## config.mk

```make
export PLATFORM = sky130hd
export DESIGN_NAME = riscv_fetch_queue
export DESIGN_NICKNAME = d
export VERILOG_FILES = /design/src/rtl/riscv_fetch_queue.sv
export SDC_FILE = /design/constraint.sdc
export NUM_CORES = 1
export LEC_CHECK = 0
export ABC_CLOCK_PERIOD_IN_PS = 6600
export BUFFER_PORTS_ARGS = -buffer_cell sky130_fd_sc_hd__buf_2
export CAP_MARGIN = 25
export CORE_MARGIN = 10
export CORE_UTILIZATION = 53
export CTS_CLUSTER_SIZE = 10
export DETAILED_ROUTE_END_ITERATION = 16
export HOLD_SLACK_MARGIN = 0.03
export PLACE_DENSITY = 0.76
export SYNTH_ARGS = -nofsm -noshare
export SYNTH_HDL_FRONTEND = slang
export SYNTH_SLANG_ARGS = --single-unit
```

## constraint.sdc

```tcl
create_clock -name clk -period 6.6 [get_ports clk]
set_input_delay 0.33 -clock clk [delete_from_list [all_inputs] [get_ports clk]]
set_output_delay 0.33 -clock clk [all_outputs]
set_load 0.02 [all_outputs]
```

## src/rtl/riscv_fetch_queue.sv

```systemverilog
// RISC-V instruction prefetch queue.
// Issues sequential fetches, buffers responses, handles redirects.
module riscv_fetch_queue #(
   parameter int              XLEN     = 32,
   parameter int              DEPTH    = 4,
   parameter logic [XLEN-1:0] RESET_PC = '0
) (
   input  logic            clk,
   input  logic            rst,
   input  logic            stall,
   input  logic            redirect,
   input  logic [XLEN-1:0] redirect_pc,
   output logic            mem_req,
   output logic [XLEN-1:0] mem_addr,
   input  logic            mem_ack,
   input  logic [31:0]     mem_rdata,
   output logic            out_valid,
   input  logic            out_ready,
   output logic [XLEN-1:0] out_pc,
   output logic [31:0]     out_instr,
   output logic            exception
);

   localparam int PW = $clog2(DEPTH);
   localparam logic [PW+1:0] DEPTH_W = (PW+2)'(DEPTH);

   logic [XLEN-1:0] q_pc    [DEPTH];
   logic [31:0]     q_instr [DEPTH];

   logic [PW-1:0]   rd_ptr;
   logic [PW-1:0]   wr_ptr;
   logic [PW:0]     count;
   logic [XLEN-1:0] fetch_pc;
   logic            squash;

   logic            ack;
   logic            push;
   logic            pop;
   logic            issue;
   logic            bypass;
   logic [PW+1:0]   used;
   logic [PW-1:0]   rd_n;
   logic [PW:0]     count_n;
   logic [XLEN-1:0] fetch_pc_n;
   logic [XLEN-1:0] head_pc;
   logic [31:0]     head_instr;

   // Next-state decode: handshakes, issue reservation and head selection.
   always_comb begin
      ack        = mem_req & mem_ack;
      push       = ack & ~squash & ~redirect;
      pop        = out_valid & out_ready & ~redirect;
      fetch_pc_n = fetch_pc;
      if (redirect)
         fetch_pc_n = redirect_pc;
      else if (push)
         fetch_pc_n = fetch_pc + XLEN'(4);
      // The in-flight request is counted so its response always has a slot.
      used  = {1'b0, count} + (PW+2)'(mem_req);
      issue = ~stall & ~exception & ~redirect
            & (used < DEPTH_W) & (~mem_req | mem_ack);
      rd_n    = pop ? rd_ptr + PW'(1) : rd_ptr;
      count_n = count + (PW+1)'(push) - (PW+1)'(pop);
      // If the queue is empty after the pop, the new head is the pushed entry.
      bypass     = push & (count == (PW+1)'(pop));
      head_pc    = bypass ? mem_addr  : q_pc[rd_n];
      head_instr = bypass ? mem_rdata : q_instr[rd_n];
   end

   // Fetch side: request register, fetch PC, squash and exception flags.
   always_ff @(posedge clk) begin
      if (rst) begin
         mem_req   <= 1'b0;
         mem_addr  <= RESET_PC;
         fetch_pc  <= RESET_PC;
         squash    <= 1'b0;
         exception <= 1'b0;
      end else begin
         fetch_pc <= fetch_pc_n;
         if (issue) begin
            mem_req  <= 1'b1;
            mem_addr <= fetch_pc_n;
         end else if (ack) begin
            mem_req <= 1'b0;
         end
         if (redirect)
            squash <= mem_req & ~mem_ack;
         else if (ack)
            squash <= 1'b0;
         if (redirect)
            exception <= |redirect_pc[1:0];
      end
   end

   // Queue bookkeeping and registered head outputs.
   always_ff @(posedge clk) begin
      if (rst) begin
         rd_ptr    <= '0;
         wr_ptr    <= '0;
         count     <= '0;
         out_valid <= 1'b0;
         out_pc    <= '0;
         out_instr <= '0;
      end else if (redirect) begin
         rd_ptr    <= '0;
         wr_ptr    <= '0;
         count     <= '0;
         out_valid <= 1'b0;
      end else begin
         rd_ptr    <= rd_n;
         wr_ptr    <= wr_ptr + PW'(push);
         count     <= count_n;
         out_valid <= (count_n != '0);
         if (count_n != '0) begin
            out_pc    <= head_pc;
            out_instr <= head_instr;
         end
      end
   end

   // Entry storage; no reset needed since count gates visibility.
   always_ff @(posedge clk) begin
      if (push) begin
         q_pc[wr_ptr]    <= mem_addr;
         q_instr[wr_ptr] <= mem_rdata;
      end
   end

endmodule

```

* Yosys cells after proc, flatten, opt, wreduce, memory -nomap -nowiden
Memory sizes are Yosys's and may differ from the RTL's. Index checks and enable logic that the tools add are counted.
Cells by class: shift-type cells 0, order comparisons 1, reduce and logical (&&, ||, !) cells 6, $add $sub $neg 6, equal/unequal tests 1, bitwise operators 18, multiply operators 0, divide/modulo/power cells 0, mux-type cells 10
Operator list (number):
- 2-to-1 mux 32 bit | 4
- adder 32 x 3 -> 32 bit, second input constant | 1
- AND 1 bit | 11
- inverter 1 bit | 6
- 2-to-1 mux 1 bit | 5
- adder 3 x 1 -> 4 bit | 1
- < comparator 4 x 3 -> 1 bit, second input constant | 1
- nonzero test 2 bit | 2
- OR reduction 2 bit | 2
- adder 3 x 1 -> 3 bit | 1
- == test 3 x 1 -> 1 bit | 1
- nonzero test 3 bit | 1
- subtractor 3 x 1 -> 3 bit | 1
- adder 2 x 1 -> 2 bit | 1
- adder 2 x 1 -> 2 bit, second input constant | 1
- 2-to-1 mux 2 bit | 1
- AND reduction 2 bit | 1
- OR 1 bit | 1
Storage, ports and cells: memories kept 2, bits in latches 0, register bits 139, bits in writable memories 256, word-level logic and storage cells 55, output and inout port bits 99, input port bits 70, ROM bits 0
Memory list:
- q_instr | words 4, bits a word 32, rd ports 1, clocked after memory_dff 0, write ports 1, RTL line 28 | logic [31:0] q_instr [DEPTH];
- q_pc | words 4, bits a word 32, rd ports 1, clocked after memory_dff 0, write ports 1, RTL line 27 | logic [XLEN-1:0] q_pc [DEPTH];

* Logic depth before layout (Yosys ltp)
Gate-level depths: netlist (run 1).
depth after elaboration 7, gate-level depth with buffers 13, mapped depth without buffers 10

* Least setup slack after synthesis (run 1)
Ideal clock, no wire load.
path kind input port to flip-flop, from input port redirect, to memory q_instr[1][0], enable pin, arrival time 5.789 ns, cell stages on the path 5, setup time 0.578 ns, required time 6.022 ns, slack 0.232 ns, cells stage by stage buf_6 -> or2_1 -> or2_0 -> clkbuf_1 -> nor3b_1
Between the ends: cells in the longest elaborated chain, start to end 4
RTL lines:
- start: declaration | RTL line 11 | input logic redirect,
- inverter 1 bit (no line)
- AND 1 bit | RTL line 51 | push = ack & ~squash & ~redirect;
- 2-to-1 mux 1 bit | RTL line 123 | if (push) begin
- 2-to-1 mux 1 bit (implied by the code) | RTL line 125 | q_instr[wr_ptr] <= mem_rdata;
- end: declaration | RTL line 28
Every way passes these cells.

* Final worst setup path (run 1)
from register mem_req, to register out_instr[14]
Between the ends: cells in the longest elaborated chain, start to end 7, elaborated cells on any way between the ends 9
RTL lines:
- start: declaration | RTL line 13 | output logic mem_req,
- start signal: assignment | RTL line 73 | mem_req <= 1'b0;
- start signal: assignment | RTL line 81 | mem_req <= 1'b1;
- start signal: assignment | RTL line 84 | mem_req <= 1'b0;
- AND 1 bit (*) | RTL line 50 | ack = mem_req & mem_ack;
- AND 1 bit (*) (2 in a row) | RTL line 51
- adder 3 x 1 -> 3 bit | RTL line 63 | count_n = count + (PW+1)'(push) - (PW+1)'(pop);
- subtractor 3 x 1 -> 3 bit | RTL line 63
- nonzero test 3 bit | RTL line 114 | if (count_n != '0) begin
- AND reduction 2 bit (no line)
- end signal: assignment | RTL line 116 | out_instr <= head_instr;
- end: declaration | RTL line 20 | output logic [31:0] out_instr,
Every way passes the cells marked *; elsewhere a longest branch is shown, timed or not. A chain may end at the register's enable or synchronous reset.

==> flow_summary.json, run 1 <==
{
  "status": "complete, no violations",
  "p_leak_uw": 0.00719,
  "cts.path.max_buffers": 3,
  "path_max_fanout": 32,
  "wl_per_cell_um": 23.3,
  "antenna-diode-count": 0,
  "clock_skew_ns": 0.0175,
  "startpoint_type": "register",
  "coreArea_mm2": 0.0317,
  "dp_hpwl_um": 25900,
  "die_x_um": 200,
  "max_stage_delay_ns": 0.70,
  "rrSetupSlack_ns": 2.72,
  "cts_root_buffer": "clkbuf_16",
  "clk_pin_slew_ns": 0.06,
  "finalCriticalPeriod_ns": 3.88,
  "grt_overflow_total": 0,
  "seq_area_mm2": 0.0105,
  "grt_antenna_before_repair": 0,
  "layout_commonest_cell": "edfxtp_1",
  "via_count": 11500,
  "critical_path_required_ns": 7.07,
  "multi_input_area_mm2": 0.00627,
  "clock_power_share_pct": 43.6,
  "worstPathArrival_ns": 4.35,
  "drt_iter0_drc": 951,
  "fin_crit_sh_pct": 58.8,
  "die_h_um": 200,
  "totalWireLength_um": 42600,
  "path_class": "register to register",
  "crit_family": "simple AND/OR/NAND/NOR gates",
  "filler_cell_count": 2339,
  "row_count": 65,
  "vias_per_cell": 6.29,
  "initial_core_util_pct": 54.0,
  "synth_nets": 1294,
  "synth_ff_type": "edfxtp_1",
  "avgSynthCellArea_um2": 14.0,
  "power_frac_seq_pct": 52.4,
  "synth.cell_area_mm2": 0.0171,
  "synth-seq-area-share_pct": 61.2,
  "grt_pass1_vias": 11600,
  "internal_power_uw": 4080,
  "rsz0062_at_grt": "no",
  "gp_congestion": 0.824,
  "dieArea_mm2": 0.0399,
  "cellPowerDensity_mw_per_mm2": 260,
  "final_antenna_net_count": 0,
  "max-cap-violations": 0,
  "critPathSlowestCell": "and2_2",
  "hold_path_class": "input port to register",
  "p_sw_share_pct": 21.2,
  "finalSetupTns_ns": 0,
  "layout_setup_ws_ns": 2.72,
  "areaGrowthSynthToFinish_pct": 16.3,
  "ctsResizeCount": 0,
  "maxSlewViolCount": 0,
  "setup_viol": 0,
  "pin_count": 169,
  "grt.total_usage_pct": 21.1,
  "cp.buffers_inverters": 1,
  "drive_gt1_share_pct": 26.9,
  "drc": 0,
  "fmax_mhz": 258,
  "ys_types": 61,
  "tightestPinTransition_ns": 0.963,
  "htree_num_levels": 2,
  "synth_seq_cells": 395,
  "pre_cts_ws_ns": 2.57,
  "firstDrtPassIters": 5,
  "tritoncts.num_buffers": 45,
  "final_hold_viol_count": 0,
  "cts_tree": "done",
  "vdd_drop_max_mv": 0.211,
  "grt_max_degree": 69,
  "layout.nets": 1463,
  "relSlewSlack_pct": 35.7,
  "numPortBuffers": 168,
  "clk_latency_ns": 0.54,
  "grt_pass1_wl_um": 65500,
  "async_reset_ff_share_pct": 0,
  "pwr-share-comb_pct": 4.0,
  "p_switching_uw": 1100,
  "cp_cell_sequence": "nand3b_1 > xnor2_1 > nor2_1 > ha_1 > fa_1 > xor2_1 > a21oi_1 > and2_2 > buf_4 > a221o_1",
  "power_uw": 5180,
  "ys_warn_count": 0,
  "synth_edf_count": 256,
  "layout_common_cells": "edfxtp_1, nor2_1, buf_2, dfxtp_1, mux4_2",
  "synth_cells": 1219,
  "endpoint_kind": "register",
  "cts.sinks": 395
}
[cells in the mapped netlist (3+ instances only)]
cell	number	area, um2
nor3_2	6	60.1
dfxtp_1	139	2780
nand2_1	45	169
ha_1	4	50.1
nor2_1	206	773
o21ai_0	26	130
edfxtp_1	256	7690
mux2i_1	15	150
a211oi_1	13	97.6
nand4_1	6	37.5
nor3_1	70	350
xor2_1	13	114
mux4_2	114	2570
o221ai_1	7	61.3
buf_2	17	85.1
and4_1	5	43.8
a21oi_1	23	115
nor2b_1	8	50.1
nor4_2	5	62.6
nand3_1	9	45.0
a31oi_1	7	43.8
xnor2_1	19	166
clkbuf_1	53	199
nor3b_1	3	22.5
a221o_1	57	571
buf_1	14	52.6
o22ai_1	13	81.3
o2bb2ai_1	4	35.0
and2_1	7	43.8
nor4_1	4	25.0
nand3b_1	3	22.5
inv_1	9	33.8
a32oi_1	7	61.3
[state kept, by name, summed over array words and instances, names as in the netlist]
register / flops
out_pc: 32
mem_addr: 32
wr_ptr: 2
fetch_pc: 32
mem_req: 1
out_valid: 1
q_instr: 128
q_pc: 128
out_instr: 32
rd_ptr: 2
count: 3
squash: 1
exception: 1
[worst paths after layout]
check,cells past startpoint,endpoint,start
min reg2reg,1,out_instr[12]$_SDFFE_PP0P_,out_instr[12]$_SDFFE_PP0P_
max,10,out_instr[14]$_SDFFE_PP0P_,mem_req$_SDFFE_PP0P_
max reg2reg,10,out_instr[14]$_SDFFE_PP0P_,mem_req$_SDFFE_PP0P_
min,1,q_instr[1][12]$_DFFE_PP_,mem_rdata[12]
[cell families after synthesis]
| logic type | Yosys count | share of synthesized area (%) |
|---|---|---|
| fa+ha+maj | 5 | 0.409 |
| buf+inv | 97 | 2.43 |
| simple gates | 393 | 10.8 |
| mux | 129 | 15.9 |
| compound gates | 168 | 7.65 |
| xor+xnor | 32 | 1.64 |
| flops | 395 | 61.2 |
[repair_timing]
| action | CTS | global route |
|---|---|---|
| setup endpoints to repair | 0 | 0 |
| endpoints found under the hold margin | 58 | 9 |
| setup buffers | 0 | 0 |
| hold buffers | 18 | 3 |
[worst register-to-register path, delay by kind of cell, from the launching register on]
kind	cells	cell delay [ns]
XOR/XNOR	2	0.45
buffers and inverters	1	0.51
AO/OA/AOI/OAI	2	0.53
adder cells (fa/ha/maj)	2	0.60
flip-flops	1	0.60
AND/OR/NAND/NOR	3	1.13
[power groups by stage]
stage / clock, uW / combinational (uW) / sequential (uW)
floorplan: 0 / 91.5 / 2770
global placement: 0 / 191 / 2760
detailed placement: 0 / 195 / 2760
CTS: 2290 / 204 / 2710
global route: 2400 / 225 / 2720
finish: 2260 / 206 / 2710
[layer usage]
| metal | up-vias | share of wire [%] | global-route usage [%] |
|---|---|---|---|
| met5 | - | 0 | 0 |
| met4 | 0 | 1.9 | 5.44 |
| met3 | 69 | 7.9 | 4.47 |
| met2 | 456 | 49 | 35.1 |
| met1 | 5846 | 41 | 27.7 |
| li1 | 5108 | - | - |
[per-stage QoR]
stage	instances	util (%)	hold WS (ns)	cell area (um2)
final	1826	62.7	0.0377	19900
after global routing	1826	62.7	0.0370	19900
after CTS	1819	62.4	0.0308	19800
after detailed placement	1718	57.6	0.466	18300
after global placement	1717	57.5	0.465	18200
after floorplan	1219	-	0.422	17100
[area by class of cell]
| class | count | area share, % |
|---|---|---|
| Timing Repair Buffer | 210 | 6.48 |
| Multi-Input combinational cell | 727 | 31.5 |
| Clock inverter | 1 | 0.0440 |
| Sequential cell | 395 | 52.6 |
| Clock buffer | 82 | 6.62 |
| Inverter | 9 | 0.170 |
| Tap cell | 402 | 2.53 |
No activity file was read; power rests on OpenSTA's default activity.
==> run 2: changes to the inputs <==
--- a/config.mk
+++ b/config.mk
@@ -5,7 +5,7 @@
 export SDC_FILE = /design/constraint.sdc
 export NUM_CORES = 1
 export LEC_CHECK = 0
-export ABC_CLOCK_PERIOD_IN_PS = 6600
+export ABC_CLOCK_PERIOD_IN_PS = 3500
 export BUFFER_PORTS_ARGS = -buffer_cell sky130_fd_sc_hd__buf_2
 export CAP_MARGIN = 25
 export CORE_MARGIN = 10
==> constraint.sdc (replaced) <==
create_clock -name clk -period 3.5 [get_ports clk]
set_input_delay 0.175 -clock clk [delete_from_list [all_inputs] [get_ports clk]]
set_output_delay 0.175 -clock clk [all_outputs]
set_load 0.02 [all_outputs]
==> run 2 against run 1 <==
Combinational power up 120%. Clock power increased by 87%. Worst setup slack got worse by 2.1 ns. Die area did not move. Total power up 89%. Sequential cell count is the same. Non-clock buffer count grew 58. Count of clock-buffer cells in the layout is 3 lower. Largest power group unchanged.
==> flow_summary.json, run 2 (same netlist as run 1, synthesis figures left out) <==
{
  "wl_per_cell_um": 23.5,
  "grt_overflow_total": 0,
  "grt_antenna_before_repair": 1,
  "critPathSlowestCell": "dlygate4sd3_1",
  "tritoncts.num_buffers": 45,
  "maxSlewViolCount": 0,
  "internal_power_uw": 7700,
  "clock_skew_ns": 0.0138,
  "cp.buffers_inverters": 4,
  "clk_pin_slew_ns": 0.05,
  "layout_common_cells": "edfxtp_1, nor2_1, buf_2, dfxtp_1, mux4_2",
  "final_antenna_net_count": 0,
  "cellPowerDensity_mw_per_mm2": 478,
  "vdd_drop_max_mv": 0.346,
  "p_switching_uw": 2080,
  "rsz0062_at_grt": "no",
  "setup_viol": 0,
  "finalSetupTns_ns": 0,
  "power_frac_seq_pct": 52.2,
  "totalWireLength_um": 44200,
  "power_uw": 9790,
  "dieArea_mm2": 0.0399,
  "finalCriticalPeriod_ns": 2.88,
  "endpoint_kind": "register",
  "drive_gt1_share_pct": 26.8,
  "grt.total_usage_pct": 22.1,
  "p_sw_share_pct": 21.3,
  "row_count": 65,
  "relSlewSlack_pct": 37.7,
  "drt_iter0_drc": 1022,
  "startpoint_type": "input port",
  "initial_core_util_pct": 54.0,
  "tightestPinTransition_ns": 0.934,
  "max_stage_delay_ns": 0.57,
  "worstPathArrival_ns": 3.36,
  "filler_cell_count": 2258,
  "path_max_fanout": 23,
  "reg_top3": "q_instr x128, q_pc x128",
  "vias_per_cell": 6.22,
  "cts.sinks": 395,
  "areaGrowthSynthToFinish_pct": 19.8,
  "critical_path_required_ns": 3.97,
  "cp_cell_sequence": "dlygate4sd3_1 > buf_2 > nand3b_1 > xnor2_1 > nor2_1 > ha_1 > fa_1 > xor2_1 > a21oi_1 > nor2_4 > buf_16 > buf_4 > a221o_1",
  "htree_num_levels": 2,
  "p_leak_uw": 0.00745,
  "path_class": "input port to register",
  "pwr-share-comb_pct": 4.6,
  "pin_count": 169,
  "clk_latency_ns": 0.54,
  "fmax_mhz": 347,
  "dp_hpwl_um": 26900,
  "cts_root_buffer": "clkbuf_16",
  "crit_family": "buffers and inverters",
  "fin_crit_sh_pct": 82.4,
  "grt_pass1_wl_um": 68400,
  "grt_pass1_vias": 12100,
  "layout.nets": 1521,
  "status": "complete, no violations",
  "final_hold_viol_count": 0,
  "gp_congestion": 0.849,
  "max-cap-violations": 0,
  "seq_area_mm2": 0.0105,
  "die_x_um": 200,
  "layout_commonest_cell": "edfxtp_1",
  "cts_tree": "done",
  "hold_path_class": "input port to register",
  "via_count": 11700,
  "grt_max_degree": 86,
  "cts.path.max_buffers": 3,
  "coreArea_mm2": 0.0317,
  "numPortBuffers": 168,
  "die_h_um": 200,
  "firstDrtPassIters": 5,
  "clock_power_share_pct": 43.2,
  "multi_input_area_mm2": 0.00629,
  "drc": 0
}
==> run 2: cell types whose count changed in the layout (fill, tap and decap cells not counted), sizes merged <==
cell / previous run / this run
clkbuf: 82 / 79
diode: 0 / 1
dlygate4sd3: 21 / 64
buf: 189 / 204
==> run 2: metal layers <==
metal	share of wire [%]	vias up	global-route usage, %
li1	-	5219	-
met1	41	5969	29.0
met2	50	438	36.8
met3	7.1	71	4.02
met4	2.0	0	6.11
met5	0	-	0
==> run 2: worst paths after layout <==
check,end,depth (start not counted),slack (ns),startpoint
setup / recovery,out_instr[21]$_SDFFE_PP0P_,13,0.62,mem_ack
hold / removal,fetch_pc[2]$_SDFF_PP0_,4,0.05,redirect_pc[2]
setup reg to reg,out_instr[21]$_SDFFE_PP0P_,11,0.62,squash$_SDFFE_PP0P_
hold reg to reg,out_instr[12]$_SDFFE_PP0P_,1,0.48,out_instr[12]$_SDFFE_PP0P_
==> run 2: through the flow <==
| stage | hold slack (ns) | utilization (%) | setup WS (ns) | instances | cell area (um2) |
|---|---|---|---|---|---|
| final | 0.0492 | 64.6 | 0.616 | 1882 | 20500 |
| after detailed placement | 0.412 | 58.4 | 0.534 | 1736 | 18500 |
| after CTS | 0.0424 | 64.6 | 0.457 | 1880 | 20500 |
| after floorplan | 0.267 | - | 0.0678 | 1219 | 17100 |
| after global routing | 0.0540 | 64.6 | 0.372 | 1882 | 20500 |
| after global placement | 0.407 | 58.4 | 0.274 | 1735 | 18500 |
==> run 2: cell type report <==
class	instances	share of cell area, %
flip-flops and latches	395	51.1
multi-input cells	727	30.7
repair buffers	268	9.21
clock buffers	79	6.32
well taps	402	2.45
inverters	9	0.165
clock inverters	1	0.0427
diodes	1	0.0122
==> run 2: power by group through the flow <==
| stage | Clock [uW] | Sequential (uW) | Combinational [uW] |
|---|---|---|---|
| 3_5_place_dp | 0 | 5210 | 385 |
| 2_1_floorplan | 0 | 5220 | 173 |
| 3_3_place_gp | 0 | 5200 | 372 |
| 6_report | 4230 | 5110 | 447 |
| 5_1_grt | 4470 | 5120 | 483 |
| 4_1_cts | 4280 | 5110 | 443 |
==> run 2: worst register-to-register path, cell delays in order, from the launching register on <==
cell	delay, ns
dfxtp_1	0.32
nand3b_1	0.20
xnor2_1	0.17
nor2_1	0.06
ha_1	0.19
fa_1	0.38
xor2_1	0.23
a21oi_1	0.17
nor2_4	0.51
buf_16	0.26
buf_4	0.18
a221o_1	0.15
==> run 2: repair_timing <==
| item | in CTS | in global routing |
|---|---|---|
| resized for setup | 0 | 0 |
| hold buffers | 64 | 0 |
| endpoints found under the hold margin | 194 | 0 |
| buffers inserted | 0 | 0 |
